<file path="src/rtl/mem_arb_pkg.sv">
// mem_arb_pkg: shared types and defaults for the unified-memory arbiter
package mem_arb_pkg;
    typedef enum logic [1:0] {IDLE, ACCESS, DONE} state_t;
    typedef enum logic {GNT_IF, GNT_D} gnt_t;
    localparam int ACCESS_CYCLES_DEF = 1;
endpackage

</file>
<file path="src/rtl/mem_arbiter_if.sv">
// mem_arb_if: fetch port, data port and memory bus of the arbiter
interface mem_arb_if;
    logic        if_req;
    logic [31:0] if_addr;
    logic        if_ack;
    logic [31:0] if_rdata;
    logic        d_req;
    logic        d_we;
    logic [31:0] d_addr;
    logic [31:0] d_wdata;
    logic        d_ack;
    logic [31:0] d_rdata;
    logic [31:0] mem_addr;
    logic [31:0] mem_wdata;
    logic        mem_read;
    logic        mem_write;
    logic [31:0] mem_rdata;
    modport slave (
        input  if_req, if_addr, d_req, d_we, d_addr, d_wdata, mem_rdata,
        output if_ack, if_rdata, d_ack, d_rdata, mem_addr, mem_wdata, mem_read, mem_write
    );
    modport master (
        output if_req, if_addr, d_req, d_we, d_addr, d_wdata, mem_rdata,
        input  if_ack, if_rdata, d_ack, d_rdata, mem_addr, mem_wdata, mem_read, mem_write
    );
endinterface

</file>
<file path="src/rtl/mem_arbiter_rr_pick2.sv">
// rr_pick2: two-way round-robin picker; on a tie the port not granted last wins
module rr_pick2
    import mem_arb_pkg::*;
(
    input  logic a_req,
    input  logic b_req,
    input  gnt_t last,
    output gnt_t gnt,
    output logic valid
);
    always_comb begin
        gnt   = (a_req && b_req) ? ((last == GNT_D) ? GNT_IF : GNT_D) : (a_req ? GNT_IF : GNT_D);
        valid = a_req || b_req;
    end
endmodule

</file>
<file path="src/rtl/mem_arbiter.sv">
// mem_arbiter: shares one memory between fetch and data ports with a fixed-length access
module mem_arbiter
    import mem_arb_pkg::*;
#(
    parameter int ACCESS_CYCLES = ACCESS_CYCLES_DEF
) (
    input logic      clk,
    input logic      reset,
    mem_arb_if.slave bus
);
    state_t     state;
    gnt_t       last;
    gnt_t       pick;
    logic       pick_v;
    logic       pick_we;
    logic       we;
    logic [3:0] cnt;

    rr_pick2 u_pick (
        .a_req(bus.if_req),
        .b_req(bus.d_req),
        .last (last),
        .gnt  (pick),
        .valid(pick_v)
    );

    assign pick_we = (pick == GNT_D) && bus.d_we;

    // last doubles as the owner of the transaction in flight
    always_ff @(posedge clk or negedge reset) begin
        if (!reset) begin
            state         <= IDLE;
            cnt           <= '0;
            last          <= GNT_D;
            we            <= 1'b0;
            bus.if_ack    <= 1'b0;
            bus.d_ack     <= 1'b0;
            bus.if_rdata  <= '0;
            bus.d_rdata   <= '0;
            bus.mem_addr  <= '0;
            bus.mem_wdata <= '0;
            bus.mem_read  <= 1'b0;
            bus.mem_write <= 1'b0;
        end else begin
            bus.if_ack <= 1'b0;
            bus.d_ack  <= 1'b0;
            case (state)
                IDLE: if (pick_v) begin
                    state         <= ACCESS;
                    last          <= pick;
                    cnt           <= 4'(ACCESS_CYCLES - 1);
                    we            <= pick_we;
                    bus.mem_addr  <= (pick == GNT_D) ? bus.d_addr : bus.if_addr;
                    bus.mem_wdata <= (pick == GNT_D) ? bus.d_wdata : 32'h0;
                    bus.mem_read  <= !pick_we;
                    bus.mem_write <= pick_we && (ACCESS_CYCLES == 1);
                end
                ACCESS: begin
                    cnt           <= cnt - 4'd1;
                    bus.mem_write <= we && (cnt == 4'd1);
                    if (cnt == 4'd0) begin
                        state         <= DONE;
                        cnt           <= '0;
                        bus.mem_addr  <= '0;
                        bus.mem_wdata <= '0;
                        bus.mem_read  <= 1'b0;
                        bus.mem_write <= 1'b0;
                        if (last == GNT_IF) begin
                            bus.if_ack <= 1'b1;
                            if (!we) bus.if_rdata <= bus.mem_rdata;
                        end else begin
                            bus.d_ack <= 1'b1;
                            if (!we) bus.d_rdata <= bus.mem_rdata;
                        end
                    end
                end
                default: state <= IDLE;
            endcase
        end
    end
endmodule

</file>
<file path="src/flat_wrapper.sv">
// flat-port wrapper written by rule: the top's interface ports become plain ports
module mem_arbiter_flat import mem_arb_pkg::*;
#(
    parameter int ACCESS_CYCLES = ACCESS_CYCLES_DEF
)
  (clk, reset, bus_if_req, bus_if_addr, bus_d_req, bus_d_we, bus_d_addr, bus_d_wdata, bus_mem_rdata, bus_if_ack, bus_if_rdata, bus_d_ack, bus_d_rdata, bus_mem_addr, bus_mem_wdata, bus_mem_read, bus_mem_write);
  mem_arb_if bus_i ();
  input logic clk;
  input logic reset;
  input wire logic [$bits(bus_i.if_req)-1:0] bus_if_req;
  input wire logic [$bits(bus_i.if_addr)-1:0] bus_if_addr;
  input wire logic [$bits(bus_i.d_req)-1:0] bus_d_req;
  input wire logic [$bits(bus_i.d_we)-1:0] bus_d_we;
  input wire logic [$bits(bus_i.d_addr)-1:0] bus_d_addr;
  input wire logic [$bits(bus_i.d_wdata)-1:0] bus_d_wdata;
  input wire logic [$bits(bus_i.mem_rdata)-1:0] bus_mem_rdata;
  output wire logic [$bits(bus_i.if_ack)-1:0] bus_if_ack;
  output wire logic [$bits(bus_i.if_rdata)-1:0] bus_if_rdata;
  output wire logic [$bits(bus_i.d_ack)-1:0] bus_d_ack;
  output wire logic [$bits(bus_i.d_rdata)-1:0] bus_d_rdata;
  output wire logic [$bits(bus_i.mem_addr)-1:0] bus_mem_addr;
  output wire logic [$bits(bus_i.mem_wdata)-1:0] bus_mem_wdata;
  output wire logic [$bits(bus_i.mem_read)-1:0] bus_mem_read;
  output wire logic [$bits(bus_i.mem_write)-1:0] bus_mem_write;
  assign bus_i.if_req = bus_if_req;
  assign bus_i.if_addr = bus_if_addr;
  assign bus_i.d_req = bus_d_req;
  assign bus_i.d_we = bus_d_we;
  assign bus_i.d_addr = bus_d_addr;
  assign bus_i.d_wdata = bus_d_wdata;
  assign bus_i.mem_rdata = bus_mem_rdata;
  assign bus_if_ack = bus_i.if_ack;
  assign bus_if_rdata = bus_i.if_rdata;
  assign bus_d_ack = bus_i.d_ack;
  assign bus_d_rdata = bus_i.d_rdata;
  assign bus_mem_addr = bus_i.mem_addr;
  assign bus_mem_wdata = bus_i.mem_wdata;
  assign bus_mem_read = bus_i.mem_read;
  assign bus_mem_write = bus_i.mem_write;
  mem_arbiter #(.ACCESS_CYCLES(ACCESS_CYCLES)) u_core (.clk(clk), .reset(reset), .bus(bus_i));
endmodule
</file>
<file path="config.mk">
export PLATFORM = sky130hd
export DESIGN_NAME = mem_arbiter_flat
export DESIGN_NICKNAME = d
export VERILOG_FILES = /design/src/rtl/mem_arb_pkg.sv /design/src/rtl/mem_arbiter_if.sv /design/src/rtl/mem_arbiter_rr_pick2.sv /design/src/rtl/mem_arbiter.sv /design/src/flat_wrapper.sv
export SDC_FILE = /design/constraint.sdc
export NUM_CORES = 1
export LEC_CHECK = 0
export ABC_AREA = 1
export CORE_ASPECT_RATIO = 1.5
export CORE_MARGIN = 3
export CORE_UTILIZATION = 25
export CTS_CLUSTER_DIAMETER = 120
export DETAILED_ROUTE_END_ITERATION = 10
export GPL_TIMING_DRIVEN = 1
export PLACE_DENSITY = 0.56
export SLEW_MARGIN = 20
export SYNTH_ARGS = -nofsm -noshare
export SYNTH_HDL_FRONTEND = slang
export SYNTH_SLANG_ARGS = --single-unit
</file>
<file path="constraint.sdc">
create_clock -name clk -period 1.9 [get_ports clk]
set_clock_uncertainty 0.15 [all_clocks]
set_input_delay 0.38 -clock clk [delete_from_list [all_inputs] [get_ports clk]]
set_output_delay 0.38 -clock clk [all_outputs]
set_load 0.01 [all_outputs]
</file>
; Yosys cells after proc, flatten, opt, wreduce, memory -nomap -nowiden
; Index checks and enable logic that the tools add are counted.
[word_totals]
register_bits = 140
inputBits = 133
out_inout_bits = 132
wordCells = 60
[op_classes]
n_addsub = 1
n_eq_ne = 4
muxes = 27
bitwise_logic = 2
n_reduce_logical = 14
[ops]
columns = op, n
row1 = 32-bit two-way mux, 5
row2 = 32-bit case mux with 2 select lines, 2
row3 = 1-bit two-way mux, 12
row4 = 4-bit two-way mux, 2
row5 = 4-bit case mux with 2 select lines, 1
row6 = 4-bit AND reduction, 2
row7 = 2-bit AND reduction, 3
row8 = 4-bit by 1-bit == test with 1-bit output (second input constant), 1
row9 = 4-bit logical NOT, 1
row10 = 2-bit two-way mux, 2
row11 = 2-bit by 1-bit != test with 1-bit output (second input constant), 2
row12 = 1-bit case mux with 2 select lines, 2
row13 = 2-bit case mux with 2 select lines, 1
row14 = 4-bit by 1-bit subtractor with 4-bit output (second input constant), 1
row15 = 1-bit logical AND, 3
row16 = 3-bit AND reduction, 1
row17 = 2-bit by 1-bit == test with 1-bit output (second input constant), 1
row18 = 2-bit logical NOT, 1
row19 = 1-bit inverter, 2
row20 = 2-bit nonzero test, 1
row21 = 1-bit logical NOT, 1
row22 = 1-bit logical OR, 1

; Depth between registers and ports, before layout
; Gate-level depths: netlist of run 1.
[logic_depth]
word_depth = 6
mapped_depth = 9
depth_no_buf = 8

; Cells and area by module
; From an unflattened synthesis of run 1, not the netlist that was laid out.
[hier_totals]
hier_cells = 868
area_unflattened_um2 = 6570.1
[by_module_without_submodules]
columns = mod, instances, cells_each, area_each_um2, seq_area_each_um2
row1 = mem_arbiter, 1, 864, 6552.5, 3504.6
row2 = rr_pick2, 1, 4, 17.5, 0.0

; Least setup slack after synthesis of run 1
; Ideal clock, no wire load.
[synth_path]
path_type = reg-to-reg
start = register u_core.cnt[0]
end = register u_core.bus.mem_addr[0]
t_arrival_ns = 1.378
required_time_ns = 1.626
setup_slack_ns = 0.248
path_stages_with_launch = 10
path_buffers = 2
period_less_slack_ns = 1.652
path_cell_list = dfrtp_1 -> inv_1 -> ha_1 -> nand2_2 -> nand2_2 -> nand2_2 -> buf_4 -> buf_4 -> nand2_1 -> nand2_1
[synth_between]
elab_chain_len = 3
[synth_lines]
columns = element, line_no
row1 = start: declaration, mem_arbiter.sv:17  ; logic [3:0] cnt;
row2 = start signal: assignment, mem_arbiter.sv:51  ; cnt <= 4'(ACCESS_CYCLES - 1);
row3 = start signal: assignment, mem_arbiter.sv:59  ; cnt <= cnt - 4'd1;
row4 = 4-bit logical NOT, mem_arbiter.sv:61  ; if (cnt == 4'd0) begin
row5 = 2-bit by 1-bit != test with 1-bit output (no line), --
row6 = 3-bit AND reduction (no line), --
row7 = end signal: assignment, mem_arbiter.sv:53  ; bus.mem_addr <= (pick == GNT_D) ? bus.d_addr : bus.if_addr;
row8 = end: declaration, mem_arbiter_if.sv:20  ; output if_ack, if_rdata, d_ack, d_rdata, mem_addr, mem_wdata, mem_read, mem_write
; Every way passes these cells.
; A chain may end at the register's enable or synchronous reset.

; Worst setup path in the final report of run 1
[layout_path]
start = register u_core.bus.mem_wdata[24]
end = output port bus_mem_wdata[24]
[layout_rtl]
columns = element, line_no
row1 = start: declaration, mem_arbiter_if.sv:20
row2 = start signal: assignment, mem_arbiter.sv:54  ; bus.mem_wdata <= (pick == GNT_D) ? bus.d_wdata : 32'h0;
row3 = end: declaration, flat_wrapper.sv:22  ; output wire logic [$bits(bus_i.mem_wdata)-1:0] bus_mem_wdata;
; No word-level cell between the ends.

==> results of run 1 <==
[what timing repair did]
item / 4_1_cts / 5_1_grt
gates cloned: 0 / 1
endpoints found under the hold margin: 29 / 0
hold buffers: 1 / 0
endpoints found under the setup margin: 34 / 107
gates resized for setup: 34 / 45
[layout by cell type, fill, tap and decap left out, drive strengths merged]
| cell | synthesis | final |
|---|---|---|
| clkinv | 0 | 6 |
| bufinv | 0 | 1 |
| nor3 | 2 | 2 |
| dlygate4sd3 | 0 | 1 |
| clkdlybuf4s50 | 0 | 190 |
| clkinvlp | 0 | 1 |
| dfrtp | 139 | 139 |
| nand2 | 306 | 306 |
| ha | 3 | 3 |
| o21ai | 37 | 37 |
| xnor2 | 1 | 1 |
| o22ai | 1 | 1 |
| inv | 40 | 40 |
| nand4 | 1 | 1 |
| dlygate4sd2 | 0 | 34 |
| o211ai | 32 | 32 |
| nor2 | 7 | 7 |
| o21a | 1 | 1 |
| dlymetal6s2s | 0 | 39 |
| a21oi | 2 | 2 |
| nand3 | 72 | 72 |
| dfstp | 1 | 1 |
| buf | 28 | 26 |
| clkbuf | 14 | 25 |
[logic make-up (layout without fill, tap and decap cells)]
kind of cell             after synthesis  in the layout  share of synthesized area [%]
AND/OR/NAND/NOR                      388            388                          26.78
flip-flops                           140            140                          58.87
buffers and inverters                 82            363                          5.969
AO/OA/AOI/OAI                         73             73                          7.608
adder cells (fa/ha/maj)                3              3                         0.6306
XOR/XNOR                               1              1                         0.1471
[layer usage]
metal | vias to the layer above | track usage, % | wire, um
li1 | 2732 | - | -
met1 | 2521 | 17.28 | 7678
met2 | 145 | 27.92 | 10630
met3 | 32 | 3.892 | 1026
met4 | 0 | 6.306 | 591
met5 | - | 0 | 0
[power by group]
part,switching [mW],internal [mW]
combinational,3.77,3.45
sequential,0.793,4.44
clock,1.25,1.85
total,5.81,9.74
[state kept, by name, indices dropped and copies added (netlist names)]
register              count
u_core.bus.mem_read       1
u_core.bus.d_rdata       32
u_core.bus.mem_wdata     32
u_core.bus.if_ack         1
u_core.bus.mem_addr      32
u_core.cnt                4
u_core.bus.d_ack          1
u_core.bus.if_rdata      32
u_core.bus.mem_write      1
u_core.we                 1
u_core.last               1
u_core.state              2
[per-stage QoR]
stage | worst slack (ps) | setup TNS [ps]
after floorplan | 248.3 | 0
after global placement | -24.13 | -563.4
after detailed placement | -53.77 | -1278
after CTS | 0.03908 | 0
after global routing | 0.01132 | 0
final | 38.10 | 0
[final cells by class]
| class | instances | area, um2 |
|---|---|---|
| fillers | 2340 | 13470 |
| repair buffers | 291 | 3042 |
| inverters | 40 | 150.1 |
| flip-flops and latches | 140 | 3505 |
| clock buffers | 24 | 471.7 |
| well taps | 315 | 394.1 |
| clock inverters | 8 | 67.56 |
| multi-input cells | 465 | 2125 |
[path summary, 6_finish.rpt]
| kind | startpoint | to | slack (ps) | depth (start not counted) |
|---|---|---|---|---|
| worst max-delay path | u_core.bus.mem_wdata[24]$_DFFE_PN0P_ | bus_mem_wdata[24] | 40 | 1 |
| worst min-delay path | reset | u_core.bus.if_rdata[24]$_DFFE_PN0P_ | 280 | 2 |
| worst max register to register | u_core.cnt[0]$_DFFE_PN0P_ | u_core.bus.mem_wdata[8]$_DFFE_PN0P_ | 120 | 8 |
| worst min register to register | u_core.bus.if_rdata[28]$_DFFE_PN0P_ | u_core.bus.if_rdata[28]$_DFFE_PN0P_ | 320 | 2 |
| max in group asynchronous | reset | u_core.bus.mem_addr[11]$_DFFE_PN0P_ | 680 | 3 |
| min in group clk | u_core.bus.if_rdata[28]$_DFFE_PN0P_ | u_core.bus.if_rdata[28]$_DFFE_PN0P_ | 320 | 2 |
==> results by group, run 1 <==
Critical path
  • Max FO, Critical Path: 2
  • Critical Path, Cell by Cell: clkdlybuf4s50_1
  • CP Capture Type: primary output
  • Type of origin of the critical path: flop
  • WP buf/inv: 1
  • Largest delay contributor family on the critical path: buffers and inverters
  • Slowest stage delay, CP: 560 ps
  • Slowest-stage cell, CP: clkdlybuf4s50_1
  • Arrival time worst endpoint: 1330 ps
  • WP data required: 1370 ps
  • Worst Setup Path Type: reg -> out

Floorplanning
  • I/O pins: 265
  • Row count: 68
  • Initial Util: 25.63%
  • Core area: 23230 um2
  • Die height: 195.0 um
  • DIE WIDTH: 132.0 um
  • DIE AREA: 25740 um2

Clock tree
  • Clk_lat worst skew: 420 ps
  • # Post-CTS Setup Buffers: 0
  • CTS Sinks: 140
  • Root Buffer Master: clkbuf_16
  • Num CTS Buffers: 17
  • CTS H-tree lvls: 4
  • Clock tree buffer depth: 2
  • CTS clk-pin slew, worst paths: 60 ps
  • CTS tree: done

Yosys
  • Synthesized area per cell: 8.666 um2
  • Flops & latches, synth: 140
  • Ranking of synthesized cells by area: dfrtp_1 58%, nand2_1 19%, nand3_1 6.1%
  • Cell area after synthesis: 5953 um2
  • Synth async-reset ratio: 100.0%
  • Cells after Synth: 687
  • Top cells by count, synth: 301 x nand2_1, 139 x dfrtp_1, 72 x nand3_1
  • Yosys warning total: 0
  • Seq/Total Area, Yosys: 58.87%
  • Number of flops mapped to enable cells by yosys: 0
  • Synth Flop Type: dfrtp_1
  • Synth area leader: dfrtp_1
  • Post-Syn Nets: 823
  • Synth unique cells: 25
  • Share of Yosys cell area claimed by the top area cell type: 58.43%
  • Most common cell in the netlist: nand2_1

Global routing
  • Antenna violations before repair: 0
  • GRT Total Usage: 15.46%
  • Remaining Overflow, GRT: 0
  • Global-route wire length before repair: 31150 um
  • Vias in the first global route: 5378
  • Pin count of the biggest net entering global routing: 63

Timing
  • Fin crit share: 97.99%
  • RSZ-0062 raised after global routing: no
  • Minimum clock period: 1862 ps
  • Fin. Hold Viols: 0
  • Max Freq: 0.5371 GHz
  • Slew @ Worst Pin: 415.9 ps
  • Hold slack final: 283.8 ps
  • Fin. max-slew vios: 0
  • Slew margin rel.: 72.27%
  • # setup viols final: 0

Routing
  • Via count: 5430
  • DR vias/cell: 4.232
  • WL per Instance: 15.53 um
  • DR pass1 iterations: 4
  • Drt total wl: 19920 um
  • Antenna Nets Post-Route: 0
  • DRC Markers: 0
  • Iter 0 DRT Violations: 218

Power and ir drop
  • Overall power: 15.55 mW
  • Pwr Density: 1594 nW/um2
  • Maximum vdd drop: 0.6235 mV
  • Leak: 5.170 nW

Place
  • Placed inst area: 9102 um2
  • Placer Congestion: 0.7832
  • Placed Cells: 1249
  • DP HPWL: 14330 um
  • I/O Buffers: 264

Cells and area
  • Final Instance Count excl. Fillers: 1283
  • Layout cells sized above 1: 7.541%
  • Area Growth Syn to Fin: 63.85%
  • Final net count: 1091
  • Final instance area: 9754 um2
  • Antenna fix cells: 0
  • Final Util: 42.00%

Job
  • Max-cap violations: 0

Status
  • Outcome: finished, final reports clean

Hold path
  • Tightest Hold Check Type: in -> async
No activity file was read; power rests on OpenSTA's default activity.
==> run 2: changes to the inputs <==
--- a/config.mk
+++ b/config.mk
@@ -11,6 +11,7 @@
 export CORE_UTILIZATION = 25
 export CTS_CLUSTER_DIAMETER = 120
 export DETAILED_ROUTE_END_ITERATION = 10
+export GPL_ROUTABILITY_DRIVEN = 0
 export GPL_TIMING_DRIVEN = 1
 export PLACE_DENSITY = 0.56
 export SLEW_MARGIN = 20
==> results of run 2 <==
Same layout as run 1: the final DEF is identical, and so are final timing and power.
==> run 3: changes to the inputs <==
--- a/config.mk
+++ b/config.mk
@@ -8,12 +8,12 @@
 export ABC_AREA = 1
 export CORE_ASPECT_RATIO = 1.5
 export CORE_MARGIN = 3
-export CORE_UTILIZATION = 25
+export CORE_UTILIZATION = 37
 export CTS_CLUSTER_DIAMETER = 120
 export DETAILED_ROUTE_END_ITERATION = 10
 export GPL_ROUTABILITY_DRIVEN = 0
 export GPL_TIMING_DRIVEN = 1
-export PLACE_DENSITY = 0.56
+export PLACE_DENSITY = 0.75
 export SLEW_MARGIN = 20
 export SYNTH_ARGS = -nofsm -noshare
 export SYNTH_HDL_FRONTEND = slang
==> run 3 against run 2 <==
Compared with the run above:
- first-iteration DRC count is 50% higher
- non-clock buffer count fell by 2
- cell count is 9.0% lower
- hold slack about the same
- utilization grew 20 points
==> results by group, run 3 (synthesis gave the netlist of run 1 again) <==
Status
  • Outcome: finished, final reports clean

Clock tree
  • Clk_lat worst skew: 400 ps (-20 ps)
  • CTS Sinks: 140 (unchanged)
  • Root Buffer Master: clkbuf_16
  • CTS H-tree lvls: 4 (unchanged)
  • CTS clk-pin slew, worst paths: 70 ps (about the same)
  • Clock tree buffer depth: 2 (unchanged)
  • Num CTS Buffers: 17 (unchanged)
  • CTS tree: done
  • # Post-CTS Setup Buffers: 0 (unchanged)

Routing
  • Via count: 5541 (+2.0%)
  • Antenna Nets Post-Route: 0 (unchanged)
  • WL per Instance: 15.50 um (-0.21%)
  • DR vias/cell: 4.744 (+12%)
  • Iter 0 DRT Violations: 326 (+50%)
  • DRC Markers: 0 (unchanged)
  • DR pass1 iterations: 4 (unchanged)
  • Drt total wl: 18100 um (-9.2%)

Critical path
  • R2r setup slk: 100 ps (-20 ps)
  • Worst Setup Path Type: reg -> out
  • Slowest-stage cell, CP: clkdlybuf4s50_1
  • Critical Path End: bus_mem_wdata[9]
  • Critical path depth in cells: 1 (unchanged)
  • Worst R2R Path Depth: 8 (unchanged)
  • Arrival time worst endpoint: 1340 ps (about the same)
  • FF-to-FF End: u_core.bus.d_rdata[21]$_DFFE_PN0P_
  • Slowest stage delay, CP: 590 ps (+30 ps)
  • Critical Path, Cell by Cell: clkdlybuf4s50_1
  • Reg2reg start: u_core.cnt[0]$_DFFE_PN0P_
  • Type of origin of the critical path: flop
  • Largest delay contributor family on the critical path: buffers and inverters
  • WP data required: 1370 ps (about the same)
  • Max FO, Critical Path: 2 (unchanged)
  • WP buf/inv: 1 (unchanged)
  • Crit path launch: u_core.bus.mem_wdata[9]$_DFFE_PN0P_
  • CP Capture Type: primary output

Timing
  • Slew @ Worst Pin: 416.5 ps (+0.6527 ps)
  • # setup viols final: 0 (unchanged)
  • Hold slack final: 283.8 ps (-0.06500 ps)
  • RSZ-0062 raised after global routing: no
  • Final WS setup: 34.69 ps (-3.410 ps)
  • Fin. Hold Viols: 0 (unchanged)
  • Fin crit share: 98.17% (+0.18 points)
  • Minimum clock period: 1865 ps (+3.410 ps)
  • Setup TNS: 0 ps (unchanged)
  • Fin. max-slew vios: 0 (unchanged)
  • Slew margin rel.: 72.23% (about the same)
  • Max Freq: 0.5361 GHz (-0.18%)

Global routing
  • GRT Total Usage: 21.42% (+6.0 points)
  • Global-route wire length before repair: 29430 um (-5.5%)
  • Remaining Overflow, GRT: 0 (unchanged)
  • Vias in the first global route: 5609 (+4.3%)
  • Pin count of the biggest net entering global routing: 44 (-30%)
  • Antenna violations before repair: 0 (unchanged)

Cells and area
  • Final Util: 61.72% (+20 points)
  • Final instance area: 9687 um2 (-0.69%)
  • Final Instance Count excl. Fillers: 1168 (-9.0%)
  • Commonest cells after routing, fill and taps aside: 300 x nand2_1, 234 x clkdlybuf4s50_1, 139 x dfrtp_1, 71 x nand3_1, 38 x inv_1
  • Antenna fix cells: 0 (unchanged)
  • Area of the multi-input gates: 2117 um2 (-0.35%)
  • Layout cells sized above 1: 7.565% (+0.023 points)
  • Area Growth Syn to Fin: 62.72%
  • Fillers: 1351 (-42%)
  • Commonest non-fill, non-tap cell in the layout: nand2_1
  • Sequential Area: 3505 um2 (unchanged)
  • Final net count: 1089 (-0.18%)

Place
  • Placed Cells: 1136 (-9.0%)
  • I/O Buffers: 264 (unchanged)
  • Place WS: -18.46 ps (+35.30 ps)
  • DP HPWL: 13100 um (-8.6%)
  • Placed inst area: 8962 um2 (-1.5%)

Floorplanning
  • Row count: 56 (-18%)
  • DIE AREA: 17680 um2 (-31%)
  • Core area: 15700 um2 (-32%)
  • DIE WIDTH: 109.6 um (-17%)
  • Die height: 161.4 um (-17%)
  • Initial Util: 37.93% (+12 points)
  • I/O pins: 265 (unchanged)

Power and ir drop
  • Maximum vdd drop: 0.7489 mV (+20%)
  • Pwr Density: 1672 nW/um2 (+4.9%)
  • Leak: 4.942 nW (-4.4%)
  • Overall power: 16.20 mW (+4.2%)

Hold path
  • Tightest Hold Check Type: in -> async

Job
  • Max-cap violations: 0 (unchanged)
==> run 3: cell count changes in the layout (fill, tap and decap cells not counted), moves of 4 or more <==
| cell | change |
|---|---|
| bufinv_16 | +4 |
| clkbuf_1 | -4 |
| clkdlybuf4s50_1 | +44 |
| clkinv_2 | -4 |
| dlygate4sd2_1 | -31 |
| dlymetal6s2s_1 | -13 |
| inv_6 | +4 |
==> run 3: worst min path at each step <==
stage	startpoint	end	slack (ps)	cells after the start
2_1_floorplan	reset	u_core.bus.d_ack$_DFF_PN0_	-70	0
3_3_place_gp	reset	u_core.bus.d_rdata[30]$_DFFE_PN0P_	160	1
3_5_place_dp	reset	u_core.bus.mem_addr[14]$_DFFE_PN0P_	160	1
4_1_cts	reset	u_core.bus.mem_addr[14]$_DFFE_PN0P_	280	2
5_1_grt	reset	u_core.bus.mem_addr[14]$_DFFE_PN0P_	300	2
6_report	reset	u_core.bus.mem_addr[14]$_DFFE_PN0P_	280	2
==> run 3: metal layers <==
| metal | vias to the layer above | routed length [um] | global-route usage (%) |
|---|---|---|---|
| met4 | 0 | 678 | 9.359 |
| met5 | - | 0 | 0 |
| met1 | 2572 | 6679 | 25.31 |
| met2 | 198 | 9623 | 36.58 |
| met3 | 37 | 1118 | 5.038 |
| li1 | 2734 | - | - |
==> run 3: timing repair <==
action                                  4_1_cts  5_1_grt
hold buffers                                  1        0
resized for setup                             3       30
hold endpoints to repair                     31        0
pin swaps                                     0        0
endpoints found under the setup margin        3       54
==> run 3: power breakdown <==
group,switching (mW),total [mW],internal [mW]
sequential,0.807,5.24,4.44
combinational,3.65,7.30,3.65
clock,1.31,3.65,2.34
==> run 3: final cells by class <==
cell class                 instances  share of cell area, %
multi-input combinational        465                  21.85
clock buffer                      18                  4.430
inverter                          40                  1.550
tap                              203                  2.622
clock inverter                    13                  2.183
sequential                       140                  36.18
timing repair buffer             289                  31.18
